===== src/rtl/lfsr_gen.sv =====
//==============================================================================
// Module   : lfsr_gen
// Brief    : XNOR Fibonacci LFSR with seed load, clock enable, extended
//            2^WIDTH mode and done/lock-up flags. Define LFSR_PERIOD_CNT_EN
//            to add the step_cnt/wrap period counter.
// Revision : 1.0 - initial release
//==============================================================================
`default_nettype none

module lfsr_gen #(
  parameter int unsigned      WIDTH      = 13,
  parameter logic [WIDTH-1:0] TAPS       = 13'h100D,
  parameter logic [WIDTH-1:0] RESET_SEED = '0,
  parameter logic [WIDTH-1:0] DONE_VAL   = 13'h0220
) (
  input  logic             clk,
  input  logic             rst,
  input  logic             ce,
  input  logic             ext_mode,
  input  logic             load,
  input  logic [WIDTH-1:0] seed,
  output logic [WIDTH-1:0] lfsr,
  output logic             lfsr_done,
  output logic             lockup
`ifdef LFSR_PERIOD_CNT_EN
  ,
  output logic [WIDTH:0]   step_cnt,
  output logic             wrap
`endif
);

  localparam logic [WIDTH-1:0] c_all_ones  = {WIDTH{1'b1}};
  localparam logic [WIDTH-1:0] c_pre_ones  = {1'b0, {(WIDTH-1){1'b1}}};
  localparam logic [WIDTH-1:0] c_post_ones = {{(WIDTH-1){1'b1}}, 1'b0};

  logic [WIDTH-1:0] r_lfsr;
  logic             r_done;
  logic             w_fb;
  logic [WIDTH-1:0] w_shift;
  logic [WIDTH-1:0] w_next;

  assign w_fb    = ~^(r_lfsr & TAPS);
  assign w_shift = {r_lfsr[WIDTH-2:0], w_fb};

  // Extended mode splices all-ones between 0111..1 and its normal successor.
  always_comb begin
    w_next = w_shift;
    if (ext_mode) begin
      if (r_lfsr == c_pre_ones) begin
        w_next = c_all_ones;
      end else if (r_lfsr == c_all_ones) begin
        w_next = c_post_ones;
      end
    end
  end

  always_ff @(posedge clk or negedge rst) begin
    if (!rst) begin
      r_lfsr <= RESET_SEED;
      r_done <= 1'b0;
    end else if (load) begin
      r_lfsr <= seed;
      r_done <= 1'b0;
    end else if (ce) begin
      r_lfsr <= w_next;
      r_done <= (r_lfsr == DONE_VAL);
    end else begin
      r_done <= 1'b0;
    end
  end

  assign lfsr      = r_lfsr;
  assign lfsr_done = r_done;
  assign lockup    = (r_lfsr == c_all_ones) && !ext_mode;

`ifdef LFSR_PERIOD_CNT_EN
  localparam logic [WIDTH:0] c_cnt_one = {{WIDTH{1'b0}}, 1'b1};

  logic [WIDTH-1:0] r_start;
  logic [WIDTH:0]   r_cnt;
  logic             r_wrap;
  logic             r_restart;
  logic             w_hit;

  assign w_hit = (w_next == r_start);

  // After a wrap the count shows the period until the next step restarts it at 1.
  always_ff @(posedge clk or negedge rst) begin
    if (!rst) begin
      r_start   <= RESET_SEED;
      r_cnt     <= '0;
      r_wrap    <= 1'b0;
      r_restart <= 1'b0;
    end else if (load) begin
      r_start   <= seed;
      r_cnt     <= '0;
      r_wrap    <= 1'b0;
      r_restart <= 1'b0;
    end else if (ce) begin
      r_cnt     <= r_restart ? c_cnt_one : r_cnt + c_cnt_one;
      r_wrap    <= w_hit;
      r_restart <= w_hit;
    end else begin
      r_wrap    <= 1'b0;
    end
  end

  assign step_cnt = r_cnt;
  assign wrap     = r_wrap;
`endif

endmodule

`default_nettype wire

===== config.mk =====
export PLATFORM = sky130hd
export DESIGN_NAME = lfsr_gen
export DESIGN_NICKNAME = d
export VERILOG_FILES = /design/src/rtl/lfsr_gen.sv
export SDC_FILE = /design/constraint.sdc
export NUM_CORES = 1
export LEC_CHECK = 0
export CORE_UTILIZATION = 41
export CTS_CLUSTER_DIAMETER = 120
export DETAILED_ROUTE_END_ITERATION = 16
export HOLD_SLACK_MARGIN = 0.03
export PLACE_DENSITY = 0.81
export SYNTH_ARGS = -nofsm -noshare
export SYNTH_HDL_FRONTEND = slang
export SYNTH_SLANG_ARGS = --single-unit

===== constraint.sdc =====
create_clock -name clk -period 1.75 [get_ports clk]
set_clock_uncertainty 0.1 [all_clocks]
set_input_delay 0.35 -clock clk [delete_from_list [all_inputs] [get_ports clk]]
set_output_delay 0.35 -clock clk [all_outputs]
set_load 0.05 [all_outputs]

==> results of run 1 <==
## state kept, by name, indices dropped and copies added, names as in the netlist
signal,cells
lfsr_done,1
lfsr,13
## where the power goes
part           switching, uW  internal [uW]  total, uW
sequential              30.9            360        391
clock                    109            127        235
combinational            280            284        565
## critical path: cells and delay by family, from the launching register on
| family | cells | cell delay (ns) |
|---|---|---|
| fa+ha+maj | 1 | 0.13 |
| simple gates | 3 | 0.68 |
| flops | 1 | 0.40 |
| buf+inv | 1 | 0.18 |
## through the flow
step / instances / cell area (sq um) / setup TNS, ns / total power, uW
3_3_place_gp: 151 / 1440 / -0.250 / 925
5_1_grt: 155 / 1490 / -0.432 / 1250
6_report: 155 / 1490 / -0.365 / 1190
3_5_place_dp: 151 / 1440 / -0.431 / 942
2_1_floorplan: 81 / 841 / -0.523 / 634
4_1_cts: 155 / 1470 / -0.368 / 1180
## kinds of logic (layout without fill, tap and decap cells)
group / count (synthesis) / after routing / share of synthesized area
AO/OA/AOI/OAI: 16 / 16 / 0.120
XOR/XNOR: 1 / 1 / 0.0109
multiplexers: 11 / 11 / 0.138
buffers and inverters: 7 / 56 / 0.0435
adder cells (fa/ha/maj): 2 / 2 / 0.0311
flip-flops: 14 / 14 / 0.435
AND/OR/NAND/NOR: 30 / 30 / 0.221
## layout by cell type (no fill, tap or decap), types with 2 or more instances in the layout
cell type,n
a31oi_1,2
and4_1,3
buf_12,14
buf_4,19
clkbuf_4,3
clkdlybuf4s50_1,17
dfrtp_1,9
dfrtp_2,5
ha_4,2
inv_2,2
mux2i_1,10
nand2_1,12
nand2b_1,2
nand4_1,2
nor2_1,2
o21ai_0,10
o31ai_1,2
## synth_stat cells, drive strengths merged (2+ instances only)
cell type / instances
dfrtp: 14
nand2: 12
mux2i: 10
o21ai: 10
and4: 4
buf: 3
a31oi: 2
clkbuf: 2
ha: 2
inv: 2
nand2b: 2
nand4: 2
nor2: 2
nor4bb: 2
o31ai: 2
## metal layers
layer | GRT usage | up-vias
met3 | 0.0549 | 4
met2 | 0.482 | 31
met1 | 0.320 | 403
met4 | 0.0882 | 0
met5 | 0 | -
li1 | - | 393
## path summary, 6_finish.rpt
check / startpoint / end / slack [ns] / cells after the start
worst max-delay path: lfsr[3]$_DFFE_PN0P_ / lockup / -0.37 / 5
worst min-delay path: rst / lfsr[0]$_DFFE_PN0P_ / 0.27 / 2
worst min register to register: lfsr[9]$_DFFE_PN0P_ / lfsr[9]$_DFFE_PN0P_ / 0.63 / 3
min in group clk: seed[6] / lfsr[6]$_DFFE_PN0P_ / 0.52 / 3
worst max register to register: lfsr[2]$_DFFE_PN0P_ / lfsr[0]$_DFFE_PN0P_ / 0.05 / 6
max in group asynchronous: rst / lfsr[3]$_DFFE_PN0P_ / 1.09 / 2
## layout make-up
class	count	share of cell area
well taps	25	0.0209
repair buffers	50	0.397
clock buffers	4	0.0243
flip-flops and latches	14	0.239
multi-input cells	60	0.314
inverters	2	0.00503
## repair_timing
| action | CTS | global route |
|---|---|---|
| pin swaps | 4 | 0 |
| gates resized for setup | 0 | 4 |
| setup endpoints to repair | 2 | 2 |
==> impl_metrics.yaml, run 1 <==
worst_setup_path:
  startpoint_type: "register"
  critPathArrivalTime_ns: 1.67
  slowest_stage: "dfrtp_2"
  setup.worst_path.class: "reg -> out"
  cp_max_fo: 2
  crit_path_end_kind: "primary output"
  worst_path_largest_cell_delay_ns: 0.40
  required_ns: 1.30
  worstPathCellList: "ha_4, and4_4, nand4_1, nor4bb_4, buf_12"
cts:
  cts_tree: "yes"
  clk_pin_slew_ns: 0.09
  cts_root_buf: "clkbuf_4"
  cts_setup_buffers: 0
  ctsHtreeMaxLevel: 1
  cts_sinks: 14
  cts_buffer_depth: 2
  cts-buffers-inserted: 3
  insertion_delay_ns: 0.28
  cts_hold_buf: 0
synthesis:
  synth.distinct_cells: 26
  synth_edf_count: 0
  yosysSeqAreaShare: 0.435
  ys.flop_type: "dfrtp_1"
  synth_nets: 101
  syn_area_per_cell_sq_um: 9.93
  async_reset_ff_frac: 1.00
  yosysWarnings: 0
  synth.cell_area_sq_um: 805
  post-synth-top-area-cell: "dfrtp_1"
  synth_seq_cells: 14
  synth_top_area_frac: 0.435
  ys_top_cells_by_area: "dfrtp_1 44%, mux2i_1 12%, o21ai_0 6.2%"
  syn-instance-count: 81
floorplan:
  num_io_pins: 33
  core_area_sq_um: 1780
  fp.dieArea_sq_um: 2140
  die_x_microns: 46.3
  fp.dieH_microns: 46.3
  rows: 15
  initial_core_util: 0.451
detailed_routing:
  highest_layer: "met4"
  wl_met3_microns: 112
  viasPerCell: 5.36
  wl_met2_microns: 1320
  routedWlPerCell_microns: 15.8
  ant_nets: 0
  drc: 0
  finalWirelength_microns: 2450
  wl_met1_microns: 993
  vias: 831
  drt-initial-drc-count: 14
  first_pass_iters: 4
sta:
  finalSetupViolations: 1
  slew_violations: 0
  relSlewSlack: 0.785
  tightest_slew_ns: 0.320
  hold_viol: 0
  fmax_mhz: 473
  layout_min_cycle_time_ns: 2.12
  period_share: 1.21
  fin_ws_ns: -0.365
  hold_ws_ns: 0.267
  rsz0062_at_grt: "true"
layout:
  fin_nets: 151
  fillCellCount: 101
  synthToLayoutAreaGrowth_pct: 85.7
  diodes: 0
  drive_above_1_share: 0.385
  utilization: 0.838
  seqCellArea_sq_um: 357
  multi_input_comb_area_sq_um: 469
place:
  portBuffers: 32
  place.gp.congestion: 0.899
  hpwl_microns: 1890
  post-place-ws_ns: -0.139
global_routing:
  grt_max_degree: 25
  grt_pass1_wl_microns: 3970
  grt_pass1_vias: 848
  grt_overflow: 0
  antenna_found_initial: 0
  grt_usage: 0.271
job:
  maxCapViolCount: 0
run_status:
  violations: "negative setup slack"
  outcome: "finished, violations left"
power:
  cellLeakagePower_uw: 0.000673
  peakVddDrop_v: 0.000542
  powerDensity_nw_per_um2: 797
hold_path:
  hp-class: "in -> async"
Note: power is estimated with default switching activity, not from simulation.
==> inputs of run 2 (changes only) <==
--- a/config.mk
+++ b/config.mk
@@ -7,6 +7,7 @@
 export LEC_CHECK = 0
 export CORE_UTILIZATION = 41
 export CTS_CLUSTER_DIAMETER = 120
+export CTS_CLUSTER_SIZE = 10
 export DETAILED_ROUTE_END_ITERATION = 16
 export HOLD_SLACK_MARGIN = 0.03
 export PLACE_DENSITY = 0.81
==> results of run 2 <==
Same layout as run 1: the final DEF is identical, and so are final timing and power.
